$ cat config.mk
export PLATFORM = sky130hd
export DESIGN_NAME = alu_status_unit
export DESIGN_NICKNAME = d
export VERILOG_FILES = /design/src/rtl/alu_pkg.sv /design/src/rtl/alu_status_unit_cond_eval.sv /design/src/rtl/alu_status_unit.sv
export SDC_FILE = /design/constraint.sdc
export NUM_CORES = 1
export LEC_CHECK = 0
export ABC_CLOCK_PERIOD_IN_PS = 2870
export CORE_ASPECT_RATIO = 1.1
export CORE_MARGIN = 2
export CORE_UTILIZATION = 19
export DETAILED_ROUTE_END_ITERATION = 7
export GPL_TIMING_DRIVEN = 0
export PLACE_DENSITY = 0.82
export SLEW_MARGIN = 20
export SYNTH_ARGS = -nofsm -noshare
export SYNTH_HDL_FRONTEND = slang
export SYNTH_SLANG_ARGS = --single-unit
$ cat constraint.sdc
create_clock -name clk -period 2.87 [get_ports clk]
set_clock_uncertainty 0.15 [all_clocks]
set_input_delay 0.574 -clock clk [delete_from_list [all_inputs] [get_ports clk]]
set_output_delay 0.574 -clock clk [all_outputs]
set_load 0.05 [all_outputs]
$ cat src/rtl/alu_pkg.sv
// alu_pkg: shared constants and types for the ALU status unit and branch unit.
//   ALU_ARITH_BIT / ALU_SUB_BIT : alucontrol bit positions (bit1=0 arithmetic, bit0=1 subtract)
//   FLAG_N/Z/C/V                 : bit positions inside the 4-bit {N,Z,C,V} flag word
//   cond_e                       : the 16 condition codes
package alu_pkg;

  localparam int ALU_ARITH_BIT = 1;
  localparam int ALU_SUB_BIT   = 0;

  localparam int FLAG_N = 3;
  localparam int FLAG_Z = 2;
  localparam int FLAG_C = 1;
  localparam int FLAG_V = 0;

  typedef enum logic [3:0] {
    COND_EQ = 4'h0,
    COND_NE = 4'h1,
    COND_CS = 4'h2,
    COND_CC = 4'h3,
    COND_MI = 4'h4,
    COND_PL = 4'h5,
    COND_VS = 4'h6,
    COND_VC = 4'h7,
    COND_HI = 4'h8,
    COND_LS = 4'h9,
    COND_GE = 4'hA,
    COND_LT = 4'hB,
    COND_GT = 4'hC,
    COND_LE = 4'hD,
    COND_AL = 4'hE,
    COND_NV = 4'hF
  } cond_e;

endpackage

$ cat src/rtl/alu_status_unit_cond_eval.sv
// cond_eval: combinational condition-code evaluator, shared with the branch unit.
//   flags_i [3:0] in  : {N,Z,C,V}
//   cond_i  cond_e in : condition code
//   pass_o        out : 1 when cond_i holds for flags_i
module cond_eval
  import alu_pkg::*;
(
  input  logic [3:0] flags_i,
  input  cond_e      cond_i,
  output logic       pass_o
);

  logic w_n, w_z, w_c, w_v;

  assign w_n = flags_i[FLAG_N];
  assign w_z = flags_i[FLAG_Z];
  assign w_c = flags_i[FLAG_C];
  assign w_v = flags_i[FLAG_V];

  always_comb begin
    pass_o = 1'b0;
    case (cond_i)
      COND_EQ: pass_o = w_z;
      COND_NE: pass_o = ~w_z;
      COND_CS: pass_o = w_c;
      COND_CC: pass_o = ~w_c;
      COND_MI: pass_o = w_n;
      COND_PL: pass_o = ~w_n;
      COND_VS: pass_o = w_v;
      COND_VC: pass_o = ~w_v;
      COND_HI: pass_o = w_c & ~w_z;
      COND_LS: pass_o = ~w_c | w_z;
      COND_GE: pass_o = (w_n == w_v);
      COND_LT: pass_o = (w_n != w_v);
      COND_GT: pass_o = ~w_z & (w_n == w_v);
      COND_LE: pass_o = w_z | (w_n != w_v);
      COND_AL: pass_o = 1'b1;
      COND_NV: pass_o = 1'b1;
      default: pass_o = 1'b0;
    endcase
  end

endmodule

$ cat src/rtl/alu_status_unit.sv
// alu_status_unit: registered NZCV flags, condition evaluation from the
// registered flags, sticky overflow bit and an optional saturating overflow counter.
//   Parameters: N operand width (>=2), CW overflow counter width (>=1)
//   clk, rst (sync, active-high)
//   a_i, b_i, result_i, carry_i, alucontrol : ALU datapath taps
//   valid_i & setflags_i                    : flag update strobe
//   cond_i / cond_pass_o                    : condition code and its result on flags_o
//   clr_sticky_i                            : clears sticky V and counter (a same-cycle set wins)
//   flags_o {N,Z,C,V}, sticky_v_o, ovf_count_o
// Build option: define ALU_OVF_COUNT_EN to build the counter; otherwise ovf_count_o is 0.
module alu_status_unit
  import alu_pkg::*;
#(
  parameter int N  = 32,
  parameter int CW = 8
) (
  input  logic          clk,
  input  logic          rst,
  input  logic [N-1:0]  a_i,
  input  logic [N-1:0]  b_i,
  input  logic [N-1:0]  result_i,
  input  logic          carry_i,
  input  logic [3:0]    alucontrol,
  input  logic          valid_i,
  input  logic          setflags_i,
  input  logic [3:0]    cond_i,
  input  logic          clr_sticky_i,
  output logic [3:0]    flags_o,
  output logic          cond_pass_o,
  output logic          sticky_v_o,
  output logic [CW-1:0] ovf_count_o
);

  logic [3:0] r_flags;
  logic       r_sticky_v;

  logic       w_upd;
  logic       w_arith;
  logic       w_n, w_z, w_c, w_v;
  logic       w_ovf_evt;

  assign w_upd   = valid_i & setflags_i;
  assign w_arith = ~alucontrol[ALU_ARITH_BIT];

  assign w_n = result_i[N-1];
  assign w_z = (result_i == '0);
  // Logic ops keep the previous C and V, so a held V=1 still counts as an overflow event.
  assign w_c = w_arith ? carry_i : r_flags[FLAG_C];
  assign w_v = w_arith ? (~(a_i[N-1] ^ b_i[N-1] ^ alucontrol[ALU_SUB_BIT]) & (result_i[N-1] ^ a_i[N-1]))
                       : r_flags[FLAG_V];

  assign w_ovf_evt = w_upd & w_v;

  always_ff @(posedge clk) begin
    if (rst) begin
      r_flags    <= 4'b0000;
      r_sticky_v <= 1'b0;
    end else begin
      if (w_upd) begin
        r_flags <= {w_n, w_z, w_c, w_v};
      end
      if (w_ovf_evt) begin
        r_sticky_v <= 1'b1;
      end else if (clr_sticky_i) begin
        r_sticky_v <= 1'b0;
      end
    end
  end

`ifdef ALU_OVF_COUNT_EN
  logic [CW-1:0] r_ovf_count;

  always_ff @(posedge clk) begin
    if (rst) begin
      r_ovf_count <= '0;
    end else if (clr_sticky_i) begin
      // Clear and a same-cycle event: the event is the first one after the clear.
      r_ovf_count <= w_ovf_evt ? CW'(1) : '0;
    end else if (w_ovf_evt && (r_ovf_count != {CW{1'b1}})) begin
      r_ovf_count <= r_ovf_count + CW'(1);
    end
  end

  assign ovf_count_o = r_ovf_count;
`else
  assign ovf_count_o = '0;
`endif

  assign flags_o    = r_flags;
  assign sticky_v_o = r_sticky_v;

  // Evaluated from the registered flags only; no forwarding of the in-flight result.
  cond_eval u_cond_eval (
    .flags_i (r_flags),
    .cond_i  (cond_e'(cond_i)),
    .pass_o  (cond_pass_o)
  );

endmodule

; Yosys cells after proc, flatten, opt, wreduce, memory -nomap -nowiden
; Index checks and enable logic that the tools add are counted.
; Widths: inputs -> output; s select.
[word_totals]
regBits = 5
in_bits = 110
out_inout_bits = 14
word_cells = 45
[op_classes]
eq_ne = 17
n_mux = 4
bitwise_logic = 16
reduce_logical = 5
[ops]
columns = operator, n
row1 = $eq 4x4->1 const B, 8
row2 = $logic_not 32->1, 1
row3 = $eq 4x3->1 const B, 4
row4 = $pmux 1 s15, 1
row5 = $eq 4x2->1 const B, 2
row6 = $not 1->1, 6
row7 = $and 1x1->1, 5
row8 = $eq 4x1->1 const B, 1
row9 = $logic_not 4->1, 1
row10 = $mux 1, 3
row11 = $xor 1x1->1, 3
row12 = $or 1x1->1, 2
row13 = $reduce_and 2->1, 1
row14 = $reduce_bool 2->1, 1
row15 = $reduce_or 2->1, 1
row16 = $eq 1x1->1, 1
row17 = $ne 1x1->1, 1

; Depth between registers and ports, before layout
; Gate-level depths: netlist (run 1).
[logic_depth]
depth_word = 7
mapped_depth = 6
depth_no_buf = 5

; Hierarchy
; Synthesis (run 1) repeated with hierarchy kept, for this count alone.
[hier_totals]
hier_cells = 75
area_unflattened_um2 = 578.1
[modules_own_cells]
columns = mod, n_inst, cells_per_inst, area_per_inst_um2, seq_area_each_um2
row1 = alu_status_unit, 1, 46, 376.6, 100.1
row2 = cond_eval, 1, 29, 201.4, 0.0

; Least setup slack after synthesis (run 1)
; Ideal clock, no wire load.
[synth_timing]
path_kind = register to output
start = reg r_flags[1] (netlist: flags_o[1])
end = out cond_pass_o
t_arrival_ps = 1981
t_required_ps = 2146
path_slack_ps = 165
stages_incl_launch_ff = 6
n_path_buf = 0
cell_sequence = dfxtp_1 a211oi_2 a211o_1 a21oi_2 nor3_1 o21ai_1
[synth_between]
elab_chain_len = 3
word_cells_on_any_way = 4
classes_between = mux: 1 / bitwise: 3
[synth_rtl]
columns = element, line_no
row1 = start: declaration, alu_status_unit.sv:34  ; logic [3:0] r_flags;
row2 = start signal: assignment, alu_status_unit.sv:60  ; r_flags <= {w_n, w_z, w_c, w_v};
row3 = $not 1->1, "alu_status_unit_cond_eval.sv:26, alu_status_unit_cond_eval.sv:32"
row4 = $or 1x1->1, alu_status_unit_cond_eval.sv:32  ; COND_LS: pass_o = ~w_c | w_z;
row5 = $pmux 1 s15 *, alu_status_unit_cond_eval.sv:22  ; case (cond_i)
row6 = end: declaration, alu_status_unit.sv:29  ; output logic cond_pass_o,
; Every way passes the cells marked *; elsewhere a longest branch is shown, timed or not.

; Worst setup path after layout (run 1)
[layout_timing]
start = in cond_i[3]
end = out cond_pass_o
[layout_between]
elab_chain_len = 3
word_cells_on_any_way = 18
classes_between = eq/ne: 15 / mux: 1 / reduce/logical: 2
[layout_rtl]
columns = element, line_no
row1 = start: declaration, alu_status_unit.sv:26  ; input logic [3:0] cond_i,
row2 = $eq 4x4->1, alu_status_unit_cond_eval.sv:22
row3 = $reduce_or 2->1 (no line), n/a
row4 = $pmux 1 s15 *, alu_status_unit_cond_eval.sv:22
; Marks and branches as above.

==> reports/results.txt, run 1 <==
Setup crit start kind -> primary input
Max VDD drop -> 0.0001667 V
hold-fix buffer count after cts -> 0
Antenna Diode Count -> 0
DR iter-0 viols -> 19
final setup fails -> 0
CTS Buf Count -> 3
port bufs -> 50
initial core utilization -> 20.09%
leakage -> 0.0004437 uW
Area growth, synth to finish -> 105.8%
critical-path cell list -> clkdlybuf4s50_1 > buf_6 > a211oi_2 > a211o_1 > a21oi_2 > nor3_1 > o21ai_1 > buf_6
largest net degree at the start of global routing -> 11
Remaining Overflow, GRT -> 0
Die Area -> 3416 um2
met1 wire length -> 784 um
CP max stage cell -> clkdlybuf4s50_1
Clock Root Buffer -> clkbuf_4
Routed WL per cell -> 10.74 um
TritonRoute pass-1 iters -> 4
htree depth -> 1
crit path DAT -> 2.07 ns
Antenna Nets Post-Route -> 0
status -> finished, final reports clean
Crit Path Class -> in2out
Fin. Hold Viols -> 0
I/O pin count -> 124
CTS tree -> done
Clock transition at path regs -> 0.04 ns
post-CTS setup buffer count -> 0
Placed Cells -> 170
Core Util, Final -> 41.34%
Period minus WS final -> 2.796 ns
Highest Clock Rate -> 357.6 MHz
Max-Cap Viols -> 0
CP Max Fanout -> 10
syn avg cell area -> 7.038 um2
Global Route Usage Sum -> 11.64%
DR WL met2 -> 774 um
YS warnings -> 0
clk_lat worst skew -> 0.23 ns
final wirelength -> 1.868 mm
vias per cell -> 4.701
Critical Path Sink Type -> output port
Finished Layout Cells -> 174
top cells by area, synth -> dfxtp_1 (18%), buf_4 (12%), nor4_1 (10%), nand2b_1 (6.7%), nand2_1 (6.0%)
Final Cycle Share -> 97.43%
instance count of the mapped netlist -> 80
sequential-to-total area share from yosys stat -> 17.78%
CP required -> 2.15 ns
Max transition margin -> 65.68%
Layout Nets -> 252
top sig layer -> met4
DR WL met3 -> 287 um
# clock sinks -> 5
Tightest Pin Transition -> 0.5133 ns
first-pass GRT wire length -> 3.056 mm
CTS max path bufs -> 2
Final Max Slew Viols -> 0
via count -> 818
Die Ht -> 61.10 um
RSZ-0062 raised after global routing -> false
post-synthesis cell area -> 563.0 um2
number of global-route vias before repair -> 736
post-synth cell types -> 28
CP most frequent cell -> buf_6
core area -> 2803 um2
layout cells sized above 1 -> 12.06%
CP max stage delay -> 0.50 ns
Pwr per Cell Area -> 265.9 nW/um2
DPL Wire Length -> 1.613 mm
Hold Crit Class -> reg2reg
initial antenna violation count -> 0
Die X -> 55.91 um
std cell rows -> 20
share of the synthesized area in the top cell type -> 17.78%
post-synth top area cell -> dfxtp_1
DRC -> 0
RePlAce Congestion -> 0.8238
Seq cells post-synth -> 5
## final timing paths
check,startpoint,to,slack [ns],cells past startpoint
setup / recovery,cond_i[3],cond_pass_o,0.07,8
hold / removal,sticky_v_o,sticky_v_o,0.33,2
hold reg to reg,sticky_v_o,sticky_v_o,0.33,2
setup reg to reg,flags_o[0],sticky_v_o,1.73,4
## per-stage QoR
stage	TNS [ns]	hold WS (ns)	worst slack, ns	power, uW	area (um2)
floorplan	0	0.4931	0.1646	151.8	589.3
global route	0	0.3503	0.008513	330.0	1159
global placement	-0.5207	0.3147	-0.5207	228.3	1131
CTS	0	0.3308	0.007790	309.6	1152
detailed placement	-0.5226	0.3252	-0.5226	229.7	1131
finish	0	0.3287	0.07370	308.0	1159
## synth_stat cells
master / n
inv_1: 1
o21a_1: 2
nor4_1: 9
nand3_1: 2
nor3_1: 2
nand2b_1: 6
a21oi_2: 1
o2111ai_1: 1
a211o_1: 1
nor2_1: 4
a21oi_1: 6
o21ai_0: 5
xnor2_1: 1
dfxtp_1: 5
o21ai_1: 1
buf_2: 1
nand2_1: 9
o31ai_1: 1
o22ai_1: 2
buf_4: 9
a22oi_1: 1
a21o_1: 1
mux2i_1: 3
a211oi_2: 1
buf_6: 1
xor2_1: 1
conb_1: 1
nand4_1: 2
## what timing repair did
item	CTS	global route
resized for setup	5	3
endpoints found under the setup margin	1	1
pin swaps	0	1
## area by class of cell
| class | count | area, um2 |
|---|---|---|
| buffer | 11 | 83.83 |
| clock buffer | 4 | 26.28 |
| fill | 288 | 1644 |
| inverter | 1 | 3.754 |
| multi-input combinational | 70 | 401.6 |
| sequential | 5 | 100.1 |
| tap | 33 | 41.29 |
| timing repair buffer | 50 | 501.7 |
## critical path: cells and delay by family
| kind | cells | cell delay, ns |
|---|---|---|
| buffers and inverters | 3 | 0.83 |
| and+or+nand+nor | 1 | 0.06 |
| AOI/OAI and AO/OA | 4 | 0.60 |
## metal layers
metal,global-route usage (%),up-vias
met4,5.102,0
met3,4.202,2
met1,15.23,349
li1,-,403
met2,17.52,64
met5,0,-
## cell families (layout without fill, tap and decap cells)
| group | Yosys count | after routing | synth area share [%] |
|---|---|---|---|
| mux | 3 | 3 | 5.334 |
| compound gates | 23 | 23 | 26.44 |
| flops | 5 | 5 | 17.78 |
| simple gates | 34 | 34 | 31.11 |
| xor+xnor | 2 | 2 | 3.112 |
| other cells | 1 | 8 | 0.6660 |
| buf+inv | 12 | 66 | 15.55 |
## layout by cell type (no fill, tap or decap), types with 4 or more instances in the layout
cell	netlist	final
nand2_1	9	9
conb_1	1	8
nor2_1	4	4
nand2b_1	6	6
buf_4	9	9
clkdlybuf4s50_1	0	49
a21oi_1	6	6
dfxtp_1	5	5
o21ai_0	5	5
nor4_1	9	9
## registers in the layout, indices dropped and copies added (netlist names)
name	flops
sticky_v_o	1
flags_o	4
## where the power goes
group	leakage, uW	switching (uW)	internal (uW)
clock	0.0000150	25.8	52.4
combinational	0.000388	71.1	84.4
sequential	0.0000406	2.69	71.7
(Power assumes the default switching activity.)
==> inputs of run 2 (changes only) <==
Settings changed: CORE_MARGIN 2 to default.
==> reports/results.txt, run 2 (synthesized netlist as in run 1, its figures left out) <==
Die Area -> 3186 um2 (-6.7%)
Max transition margin -> 65.53% (-0.14 points)
most frequent cells in the layout -> clkdlybuf4s50_1 (49), buf_4 (9), nor4_1 (9), nand2_1 (9), conb_1 (8)
Final Cycle Share -> 96.69% (-0.74 points)
Area growth, synth to finish -> 105.8% (unchanged)
Max-Cap Viols -> 0 (unchanged)
Antenna Nets Post-Route -> 0 (unchanged)
CTS Buf Count -> 3 (unchanged)
first-pass GRT wire length -> 2.829 mm (-7.4%)
Layout Nets -> 252 (unchanged)
htree depth -> 1 (unchanged)
port bufs -> 50 (unchanged)
Period minus WS final -> 2.775 ns (-0.02132 ns)
initial antenna violation count -> 0 (unchanged)
Global Route Usage Sum -> 12.56% (+0.92 points)
Clock transition at path regs -> 0.04 ns (about the same)
post-route cell area -> 1159 um2 (unchanged)
clk_lat worst skew -> 0.24 ns (about the same)
CP Max Fanout -> 10 (unchanged)
Overall Power -> 309.2 uW (+0.37%)
Setup crit start kind -> primary input
commonest non-fill, non-tap cell in the layout -> clkdlybuf4s50_1
critical-path cell list -> clkdlybuf4s50_1 > buf_6 > a211oi_2 > a211o_1 > a21oi_2 > nor3_1 > o21ai_1 > buf_6
CP max stage cell -> clkdlybuf4s50_1
number of global-route vias before repair -> 666 (-9.5%)
largest net degree at the start of global routing -> 11 (unchanged)
final setup margin -> 0.09502 ns (+0.02132 ns)
CP max stage delay -> 0.49 ns (about the same)
CP most frequent cell -> buf_6
Clock Root Buffer -> clkbuf_4
DR iter-0 viols -> 7 (-12)
layout cells sized above 1 -> 12.06% (unchanged)
leakage -> 0.0004437 uW (unchanged)
RSZ-0062 raised after global routing -> false
final wirelength -> 1.855 mm (-0.70%)
Highest Clock Rate -> 360.4 MHz (+0.77%)
core area -> 2803 um2 (unchanged)
Die X -> 53.91 um (-3.6%)
Total Negative Setup Slacks -> 0 ns (unchanged)
via count -> 798 (-2.4%)
crit path DAT -> 2.05 ns (-0.02 ns)
RePlAce Congestion -> 0.7324 (-11%)
CTS tree -> done
std cell rows -> 20 (unchanged)
CP required -> 2.15 ns (about the same)
Hold Crit Class -> reg2reg
Tightest Pin Transition -> 0.5154 ns (+0.002164 ns)
status -> finished, final reports clean
hold-fix buffer count after cts -> 0 (unchanged)
CTS max path bufs -> 2 (unchanged)
initial core utilization -> 20.09% (unchanged)
max reg flops -> 4 (unchanged)
DRC -> 0 (unchanged)
Routed WL per cell -> 10.66 um (-0.70%)
Remaining Overflow, GRT -> 0 (unchanged)
Max VDD drop -> 0.0001329 V (-20%)
Pwr per Cell Area -> 266.8 nW/um2 (+0.37%)
DPL Wire Length -> 1.609 mm (-0.22%)
Critical Path Sink Type -> output port
Antenna Diode Count -> 0 (unchanged)
placed instance area -> 1131 um2 (unchanged)
Die Ht -> 59.10 um (-3.3%)
hold_ws -> 0.3207 ns (-0.008006 ns)
Final Max Slew Viols -> 0 (unchanged)
vias per cell -> 4.586 (-2.4%)
pre-CTS setup slack -> -0.5136 ns (+0.008909 ns)
I/O pin count -> 124 (unchanged)
Crit Path Class -> in2out
final setup fails -> 0 (unchanged)
TritonRoute pass-1 iters -> 4 (unchanged)
# clock sinks -> 5 (unchanged)
Fin. Hold Viols -> 0 (unchanged)
-- run 2: where the power goes --
part	internal (uW)	switching, uW
combinational	84.4	70.7
sequential	71.6	2.50
clock	52.5	27.4
total	209	101
-- run 2: through the flow --
step                      cells  utilization, %
final                       174           41.34
after CTS                   174           41.12
after detailed placement    170           40.36
after global routing        174           41.34
after global placement      170           40.36
after floorplan              87               -
-- run 2: what timing repair did --
action                                  in CTS  in global routing
resized for setup                            5                  3
endpoints found under the setup margin       1                  1
setup buffers                                0                  0
pin swaps                                    0                  1
-- run 2: path summary, 6_finish.rpt --
kind / slack, ns / cells past startpoint / start / to
worst max-delay path: 0.1 / 8 / cond_i[3] / cond_pass_o
worst min-delay path: 0.32 / 2 / sticky_v_o / sticky_v_o
worst max register to register: 1.77 / 4 / flags_o[0] / sticky_v_o
worst min register to register: 0.32 / 2 / sticky_v_o / sticky_v_o
-- run 2: layout make-up --
class                   count  area [um2]
clock buffers               4       26.28
multi-input cells          70       401.6
flip-flops and latches      5       100.1
repair buffers             50       501.7
well taps                  33       41.29
fillers                   298        1644
plain buffers              11       83.83
inverters                   1       3.754
-- run 2: layer usage --
metal / GRT usage [%] / vias to the layer above / part of all wire [%]
met4: 3.383 / 0 / 0
li1: - / 402 / -
met5: 0 / - / 0
met1: 15.25 / 337 / 46
met3: 7.179 / 0 / 14
met2: 18.69 / 59 / 39
-- run 2: worst max-delay path, delay by kind of cell --
family          cells  cell delay (ns)
simple gates        1             0.06
compound gates      4             0.60
buf+inv             3             0.82
